===== src/rtl/hazard_pkg.sv =====
// Shared types and constants for the pipeline hazard controller.
package hazard_pkg;

    typedef logic [4:0] reg_addr_t;

    typedef enum logic {
        RUN   = 1'b0,
        STALL = 1'b1
    } state_t;

    localparam logic [1:0] FWD_RF  = 2'b00;
    localparam logic [1:0] FWD_MEM = 2'b10;
    localparam logic [1:0] FWD_WB  = 2'b01;

    localparam int LAT_CNT_W = 3;

    // EX/MEM result is younger than MEM/WB data, so it wins when both match.
    function automatic logic [1:0] fwd_sel(
        input logic      ex_we,
        input reg_addr_t ex_rd,
        input logic      wb_we,
        input reg_addr_t wb_rd,
        input reg_addr_t src
    );
        logic [1:0] sel;
        sel = FWD_RF;
        if (ex_we && (ex_rd != '0) && (ex_rd == src)) begin
            sel = FWD_MEM;
        end else if (wb_we && (wb_rd != '0) && (wb_rd == src)) begin
            sel = FWD_WB;
        end
        return sel;
    endfunction

endpackage


===== src/rtl/hazard_ctrl_fwd_unit.sv =====
// EX-stage forwarding select generation for both ALU operands.
module fwd_unit
    import hazard_pkg::*;
(
    input  logic       exmem_reg_write,
    input  reg_addr_t  exmem_write_reg,
    input  logic       memwb_reg_write,
    input  reg_addr_t  memwb_write_reg,
    input  reg_addr_t  idex_src_reg,
    input  reg_addr_t  idex_tar_reg,
    output logic [1:0] fwd_a,
    output logic [1:0] fwd_b
);

    always_comb begin
        fwd_a = fwd_sel(exmem_reg_write, exmem_write_reg,
                        memwb_reg_write, memwb_write_reg, idex_src_reg);
        fwd_b = fwd_sel(exmem_reg_write, exmem_write_reg,
                        memwb_reg_write, memwb_write_reg, idex_tar_reg);
    end

endmodule


===== src/rtl/hazard_ctrl.sv =====
// Load-use stall / branch flush sequencing, forwarding selects and
// saturating stall/flush statistics for the 5-stage pipeline.
//
//   state | meaning
//   ------+-----------------------------------------------------------
//   RUN   | normal issue; a load-use hazard stalls this cycle
//   STALL | remaining stall cycles of a multi-cycle load-use (cnt left)
module hazard_ctrl
    import hazard_pkg::*;
#(
    parameter int LOAD_LAT = 1,
    parameter int CNT_W    = 16
) (
    input  logic             i_clk,
    input  logic             i_rst_n,
    input  logic [4:0]       i_id_src_reg,
    input  logic [4:0]       i_id_tar_reg,
    input  logic             i_id_uses_rt,
    input  logic             i_idex_mem_read,
    input  logic [4:0]       i_idex_src_reg,
    input  logic [4:0]       i_idex_tar_reg,
    input  logic             i_exmem_reg_write,
    input  logic [4:0]       i_exmem_write_reg,
    input  logic             i_memwb_reg_write,
    input  logic [4:0]       i_memwb_write_reg,
    input  logic             i_branch_taken,
    output logic             o_pc_write,
    output logic             o_ifid_write,
    output logic             o_if_flush,
    output logic             o_idex_bubble,
    output logic             o_exmem_bubble,
    output logic [1:0]       o_fwd_a,
    output logic [1:0]       o_fwd_b,
    output logic [CNT_W-1:0] o_stall_cnt,
    output logic [CNT_W-1:0] o_flush_cnt
);

    // The detection cycle is stall cycle 1, so STALL covers LOAD_LAT-1 more.
    localparam logic [LAT_CNT_W-1:0] LAT_INIT = LAT_CNT_W'(LOAD_LAT - 1);
    localparam logic [CNT_W-1:0]     CNT_MAX  = '1;
    localparam logic [CNT_W-1:0]     CNT_ONE  = CNT_W'(1);

    state_t               state_q, state_d;
    logic [LAT_CNT_W-1:0] cnt_q, cnt_d;
    logic                 lu_hazard;
    logic                 flush;
    logic                 stall;
    logic [1:0]           fwd_a_raw, fwd_b_raw;
    logic [CNT_W-1:0]     stall_cnt_q, flush_cnt_q;

    always_comb begin
        lu_hazard = i_idex_mem_read && (i_idex_tar_reg != '0) &&
                    ((i_idex_tar_reg == i_id_src_reg) ||
                     (i_id_uses_rt && (i_idex_tar_reg == i_id_tar_reg)));
        flush     = i_branch_taken;
        stall     = !flush && ((state_q == STALL) || lu_hazard);
    end

    fwd_unit u_fwd (
        .exmem_reg_write (i_exmem_reg_write),
        .exmem_write_reg (i_exmem_write_reg),
        .memwb_reg_write (i_memwb_reg_write),
        .memwb_write_reg (i_memwb_write_reg),
        .idex_src_reg    (i_idex_src_reg),
        .idex_tar_reg    (i_idex_tar_reg),
        .fwd_a           (fwd_a_raw),
        .fwd_b           (fwd_b_raw)
    );

    always_ff @(posedge i_clk or negedge i_rst_n) begin
        if (!i_rst_n) begin
            state_q <= RUN;
            cnt_q   <= '0;
        end else begin
            state_q <= state_d;
            cnt_q   <= cnt_d;
        end
    end

    // A taken branch aborts any pending stall.
    always_comb begin
        state_d = state_q;
        cnt_d   = cnt_q;
        if (flush) begin
            state_d = RUN;
            cnt_d   = '0;
        end else if (state_q == RUN) begin
            if (lu_hazard && (LOAD_LAT > 1)) begin
                state_d = STALL;
                cnt_d   = LAT_INIT;
            end
        end else begin
            if (cnt_q == LAT_CNT_W'(1)) begin
                state_d = RUN;
                cnt_d   = '0;
            end else begin
                cnt_d = cnt_q - LAT_CNT_W'(1);
            end
        end
    end

    // Outputs are held inactive for the whole reset window, not just at the edge.
    always_comb begin
        o_pc_write     = 1'b0;
        o_ifid_write   = 1'b0;
        o_if_flush     = 1'b0;
        o_idex_bubble  = 1'b0;
        o_exmem_bubble = 1'b0;
        o_fwd_a        = FWD_RF;
        o_fwd_b        = FWD_RF;
        if (i_rst_n) begin
            o_fwd_a = fwd_a_raw;
            o_fwd_b = fwd_b_raw;
            if (flush) begin
                o_pc_write     = 1'b1;
                o_if_flush     = 1'b1;
                o_idex_bubble  = 1'b1;
                o_exmem_bubble = 1'b1;
            end else if (stall) begin
                o_idex_bubble  = 1'b1;
            end else begin
                o_pc_write     = 1'b1;
                o_ifid_write   = 1'b1;
            end
        end
    end

    always_ff @(posedge i_clk or negedge i_rst_n) begin
        if (!i_rst_n) begin
            stall_cnt_q <= '0;
            flush_cnt_q <= '0;
        end else begin
            if (stall && (stall_cnt_q != CNT_MAX)) begin
                stall_cnt_q <= stall_cnt_q + CNT_ONE;
            end
            if (flush && (flush_cnt_q != CNT_MAX)) begin
                flush_cnt_q <= flush_cnt_q + CNT_ONE;
            end
        end
    end

    assign o_stall_cnt = stall_cnt_q;
    assign o_flush_cnt = flush_cnt_q;

endmodule


===== config.mk =====
export PLATFORM = sky130hd
export DESIGN_NAME = hazard_ctrl
export DESIGN_NICKNAME = d
export VERILOG_FILES = /design/src/rtl/hazard_pkg.sv /design/src/rtl/hazard_ctrl_fwd_unit.sv /design/src/rtl/hazard_ctrl.sv
export SDC_FILE = /design/constraint.sdc
export NUM_CORES = 1
export LEC_CHECK = 0
export CORE_UTILIZATION = 50
export CTS_BUF_LIST = sky130_fd_sc_hd__clkbuf_8
export DETAILED_ROUTE_END_ITERATION = 7
export PLACE_DENSITY = 0.95
export SYNTH_ARGS = -nofsm -noshare
export SYNTH_HDL_FRONTEND = slang
export SYNTH_SLANG_ARGS = --single-unit

===== constraint.sdc =====
create_clock -name i_clk -period 4.5 [get_ports i_clk]
set_input_delay 0.9 -clock i_clk [delete_from_list [all_inputs] [get_ports i_clk]]
set_output_delay 0.9 -clock i_clk [all_outputs]
set_load 0.02 [all_outputs]

==> After elaboration in Yosys (flattened, before gate mapping) <==
Index checks and enable logic that the tools add are counted.
{ "totals": {"regBits": 36, "input_bits": 37} }
{ "op_classes": {"addsub": 3, "eq_ne": 9, "muxes": 22, "n_reduce_logical": 19} }
{ "op_table": {"columns": ["op", "n"], "rows": [
  ["16-bit by 1-bit adder with 16-bit output, second input constant", 2],
  ["16-bit inequality test, second input constant", 2],
  ["5-bit equality test", 6],
  ["1-bit 2-to-1 mux", 15],
  ["5-bit nonzero test", 3],
  ["1-bit logical AND", 12],
  ["3-bit 2-to-1 mux", 3],
  ["2-bit 2-to-1 mux", 4],
  ["3-bit by 1-bit equality test with 1-bit output, second input constant", 1],
  ["3-bit by 1-bit subtractor with 3-bit output, second input constant", 1],
  ["1-bit logical OR", 2],
  ["2-bit nonzero test", 1],
  ["1-bit logical NOT", 1]
]} }

==> Longest topological paths before layout <==
{ "logic_depth": {"depth_word": 9, "depth_mapped": 7, "depth_no_buf": 7} }

==> By module <==
From an unflattened synthesis, not the netlist that was laid out.
{ "hier_totals": {"hier_cells": 223, "hier_area_um2": 2207.1} }
{ "by_module_without_submodules": {"columns": ["module", "n_inst", "cells_each", "area_each_um2", "seq_area_each_um2"], "rows": [
  ["hazard_ctrl", 1, 189, 1949.4, 900.9],
  ["fwd_unit", 1, 34, 257.7, 0.0]
]} }

==> Least setup slack after synthesis <==
No wires, ideal clock.
{ "synth_path": {"kind": "in2out", "startpoint": "in i_exmem_write_reg[1]", "endpoint": "out o_fwd_a[0]", "t_arrival_ns": 2.417, "required_time_ns": 3.600, "path_slack_ns": 1.183, "path_stages": 4, "path_cell_list": "or4_1 > o21ai_0 > nor4_1 > nor4_1"} }
{ "synth_between": {"elab_chain_len": 5} }
{ "synth_lines": {"columns": ["item", "line", "text"], "rows": [
  ["from (decl)", "hazard_ctrl.sv:23", "input logic [4:0] i_exmem_write_reg,"],
  ["5-bit nonzero test", "hazard_pkg.sv:27", "if (ex_we && (ex_rd != '0) && (ex_rd == src)) begin"],
  ["1-bit logical AND", "hazard_pkg.sv:27", null],
  ["1-bit logical AND *", "hazard_pkg.sv:27", null],
  ["2-bit 2-to-1 mux *", "hazard_pkg.sv:27", null],
  ["2-bit 2-to-1 mux *", "hazard_ctrl.sv:111", "if (i_rst_n) begin"],
  ["to (decl)", "hazard_ctrl.sv:32", "output logic [1:0] o_fwd_a,"]
]} }
Every way passes the cells marked *; elsewhere a longest branch is shown, timed or not.

==> Final worst setup path <==
{ "layout_path": {"startpoint": "in i_exmem_write_reg[1]", "endpoint": "out o_fwd_b[0]"} }
{ "layout_between": {"elab_chain_len": 5} }
{ "layout_lines": {"columns": ["item", "line", "text"], "rows": [
  ["5-bit nonzero test", "hazard_pkg.sv:27", null],
  ["1-bit logical AND", "hazard_pkg.sv:27", null],
  ["1-bit logical AND *", "hazard_pkg.sv:27", null],
  ["2-bit 2-to-1 mux *", "hazard_pkg.sv:27", null],
  ["2-bit 2-to-1 mux *", "hazard_ctrl.sv:111", null],
  ["to (decl)", "hazard_ctrl.sv:33", "output logic [1:0] o_fwd_b,"]
]} }
Marks and branches as above.

==> flow_summary_export.csv <==
group,metric,value,unit
status,outcome,"completed",
die,initial_core_util,53.24,%
synthesis,synth.most_common_cell,"dfrtp_1",
global_route,overflow,0,
finish,final_nets,344,
synthesis,synth_cell_types,35,
die,ios,78,
die,die-area,4651,sq um
synthesis,synth_top_area_share,41.12,%
worst_setup_path,rrSetupSlack,2380,ps
worst_setup_path,slowest_stage,"clkdlybuf4s50_1",
clock_network,worstSkewPairLatency,290,ps
timing,fin_crit,4198,ps
die,num_rows,23,
place,placed_cells_incl_taps,346,
worst_setup_path,path_cells,"clkdlybuf4s50_1, or4_1, o21ai_0, nor4_1, nor4_1, clkdlybuf4s50_1",
worst_setup_path,cp.required,3600,ps
clock_network,cts_buffer_depth,2,
clock_network,cts-root-buf,"clkbuf_8",
place,port_buffers,77,
pwr,power_frac_clock,30.1,%
synthesis,synth_nets,265,
timing,layout_setup_ws,302.4,ps
clock_network,cts_tree,"yes",
finish,area_growth,42.78,%
clock_network,cts.sinks,36,
detailed_routing,viasPerCell,5.599,
timing,hold_viol,0,
detailed_routing,drc,0,
global_route,antenna_found_initial,0,
timing,maxSlewHeadroom,66.36,%
worst_setup_path,crit_path_start_kind,"input pin",
timing,max_freq,0.2382,GHz
pwr,power_frac_seq,40.9,%
worst_setup_path,crit_fanout,3,
hold_path,min_from,"o_stall_cnt[5]",
worst_setup_path,critPathCaptureType,"output port",
finish,instances_no_fill,354,
timing,rsz0062_at_grt,"false",
synthesis,yosysTopAreaCell,"dfrtp_1",
detailed_routing,drt_iter0_markers,103,
timing,setup_viol,0,
pwr,p_sw,0.3299,mW
global_route,grt_pass1_wl,9.025,mm
synthesis,synth_common_cells,"dfrtp_1 (36), xnor2_1 (28), xor2_1 (28), nand3_1 (13), nor2_1 (13)",
place,hpwl,4.208,mm
timing,finalClockSkew,5.392,ps
timing,slew_violations,0,
pwr,power_density,333.2,nW/um^2
worst_setup_path,max_stage_delay,670,ps
place,place_ws,339.5,ps
global_route,grt_pass1_vias,1940,
synthesis,syn_area,2191,sq um
finish,diodes,0,
pwr,ir_drop,0.0002352,V
die,fp.dieH,68.20,um
synthesis,ys_warn_count,0,
clock_network,cts-buffers-inserted,5,
worst_setup_path,critPathLaunch,"i_exmem_write_reg[1]",
synthesis,yosysSeqAreaShare,41.12,%
place,gp_congestion,0.8509,
pwr,combPwrFrac,29.0,%
timing,finalCritPeriodShare,93.28,%
worst_setup_path,arrival,3300,ps
worst_setup_path,crit_type,"in2out",
synthesis,avgSynthCellArea,9.781,sq um
clock_network,cts_setup_buffers,0,
pwr,netSwitchingFraction,31.65,%
die,core_area,4115,sq um
detailed_routing,ant_nets,0,
timing,worst_slew_pin_slew,504.7,ps
synthesis,ys_ff_latch,36,
worst_setup_path,reg2reg_from,"o_stall_cnt[0]",
global_route,grt_max_degree,43,
timing,fin_setup_tns,0,ps
synthesis,synthArstFlopShare,100.0,%
hold_path,hold_path_class,"reg2reg",
synthesis,synth-edff-count,0,
global_route,grt_usage,26.46,%
detailed_routing,wl,5.676,mm
detailed_routing,vias,1982,
run,drv_cap,0,
finish,drive_gt1_share,5.921,%
synthesis,syn_inst,224,
die,fp.dieW,68.20,um
pwr,leakagePower,1.274,nW
detailed_routing,wire_per_inst,16.03,um
clock_network,post_cts_resized,0,
clock_network,clkTransAtPathRegs,70,ps
clock_network,htree_levels,2,
clock_network,cts_hold_buffers,0,
synthesis,ys_top_cells_by_area,"dfrtp_1 (41%), xnor2_1 (11%), xor2_1 (11%)",
detailed_routing,dr.pass1.iters,4,
synthesis,ys.flop_type,"dfrtp_1",
pwr,p_int,0.7123,mW
## per-layer routing
metal	GRT usage (%)	vias to the layer above	share of wire, %
met5	0	-	0
met4	10.94	0	2.6
met3	6.500	14	4.2
met2	43.26	73	50
met1	33.06	952	43
li1	-	943	-
## placed cells by master, fill, tap and decap left out, drive strengths merged, types with 5 or more instances in the layout
master / synthesis / final
and2: 7 / 7
nor2: 13 / 13
nor4: 5 / 5
o21ai: 5 / 5
xor2: 28 / 28
nand2: 12 / 12
nand3: 13 / 13
clkdlybuf4s50: 0 / 76
nand4: 8 / 8
xnor2: 28 / 28
or4: 5 / 5
inv: 10 / 10
dfrtp: 36 / 36
nor3: 7 / 7
and3: 7 / 7
clkbuf: 2 / 7
## metrics by stage
step | power (mW) | hold slack (ps) | cell area, sq um | util [%]
after floorplan | 0.5673 | 505.6 | 2191 | -
after global placement | 0.7202 | 477.2 | 3002 | 72.94
after detailed placement | 0.7301 | 490.1 | 3002 | 72.94
after CTS | 1.047 | 504.1 | 3128 | 76.01
after global routing | 1.090 | 514.2 | 3128 | 76.01
final | 1.042 | 499.6 | 3128 | 76.01
## area by class of cell
cell class,count,area [sq um]
repair buffers,80,788.3
clock inverters,1,30.03
fillers,281,987.2
well taps,50,62.56
flip-flops and latches,36,900.9
clock buffers,7,96.34
inverters,10,37.54
multi-input cells,170,1212
## critical path: cells and delay by family
family | cells | cell delay (ps)
AND/OR/NAND/NOR | 3 | 1020
buffers and inverters | 2 | 1150
AO/OA/AOI/OAI | 1 | 230
## logic make-up (layout without fill, tap and decap cells)
group / count (synthesis) / count (layout) / share of synthesized area, %
XOR/XNOR: 56 / 56 / 22.39
multiplexers: 2 / 2 / 1.028
flip-flops: 36 / 36 / 41.12
adder cells (fa/ha/maj): 4 / 4 / 2.285
AND/OR/NAND/NOR: 83 / 83 / 20.79
buffers and inverters: 18 / 98 / 3.541
AO/OA/AOI/OAI: 25 / 25 / 8.852
## registers in the layout, indices dropped and copies added, names as in the netlist
register	flops
o_flush_cnt	16
o_stall_cnt	16
cnt_q	3
state_q	1
## power groups by stage
stage | clock network [mW] | registers, mW | logic, mW
floorplan | 0 | 0.469 | 0.0986
global placement | 0 | 0.430 | 0.291
detailed placement | 0 | 0.430 | 0.300
CTS | 0.317 | 0.425 | 0.305
global route | 0.332 | 0.432 | 0.326
finish | 0.314 | 0.426 | 0.302
## worst paths after layout
kind,endpoint,depth (start not counted)
hold / removal,o_stall_cnt[5],1
min in group asynchronous,o_stall_cnt[3],2
hold reg to reg,o_stall_cnt[5],1
max in group asynchronous,o_stall_cnt[10],2
setup / recovery,o_fwd_b[0],6
setup reg to reg,o_stall_cnt[1],6
Note: power is estimated with default switching activity, not from simulation.
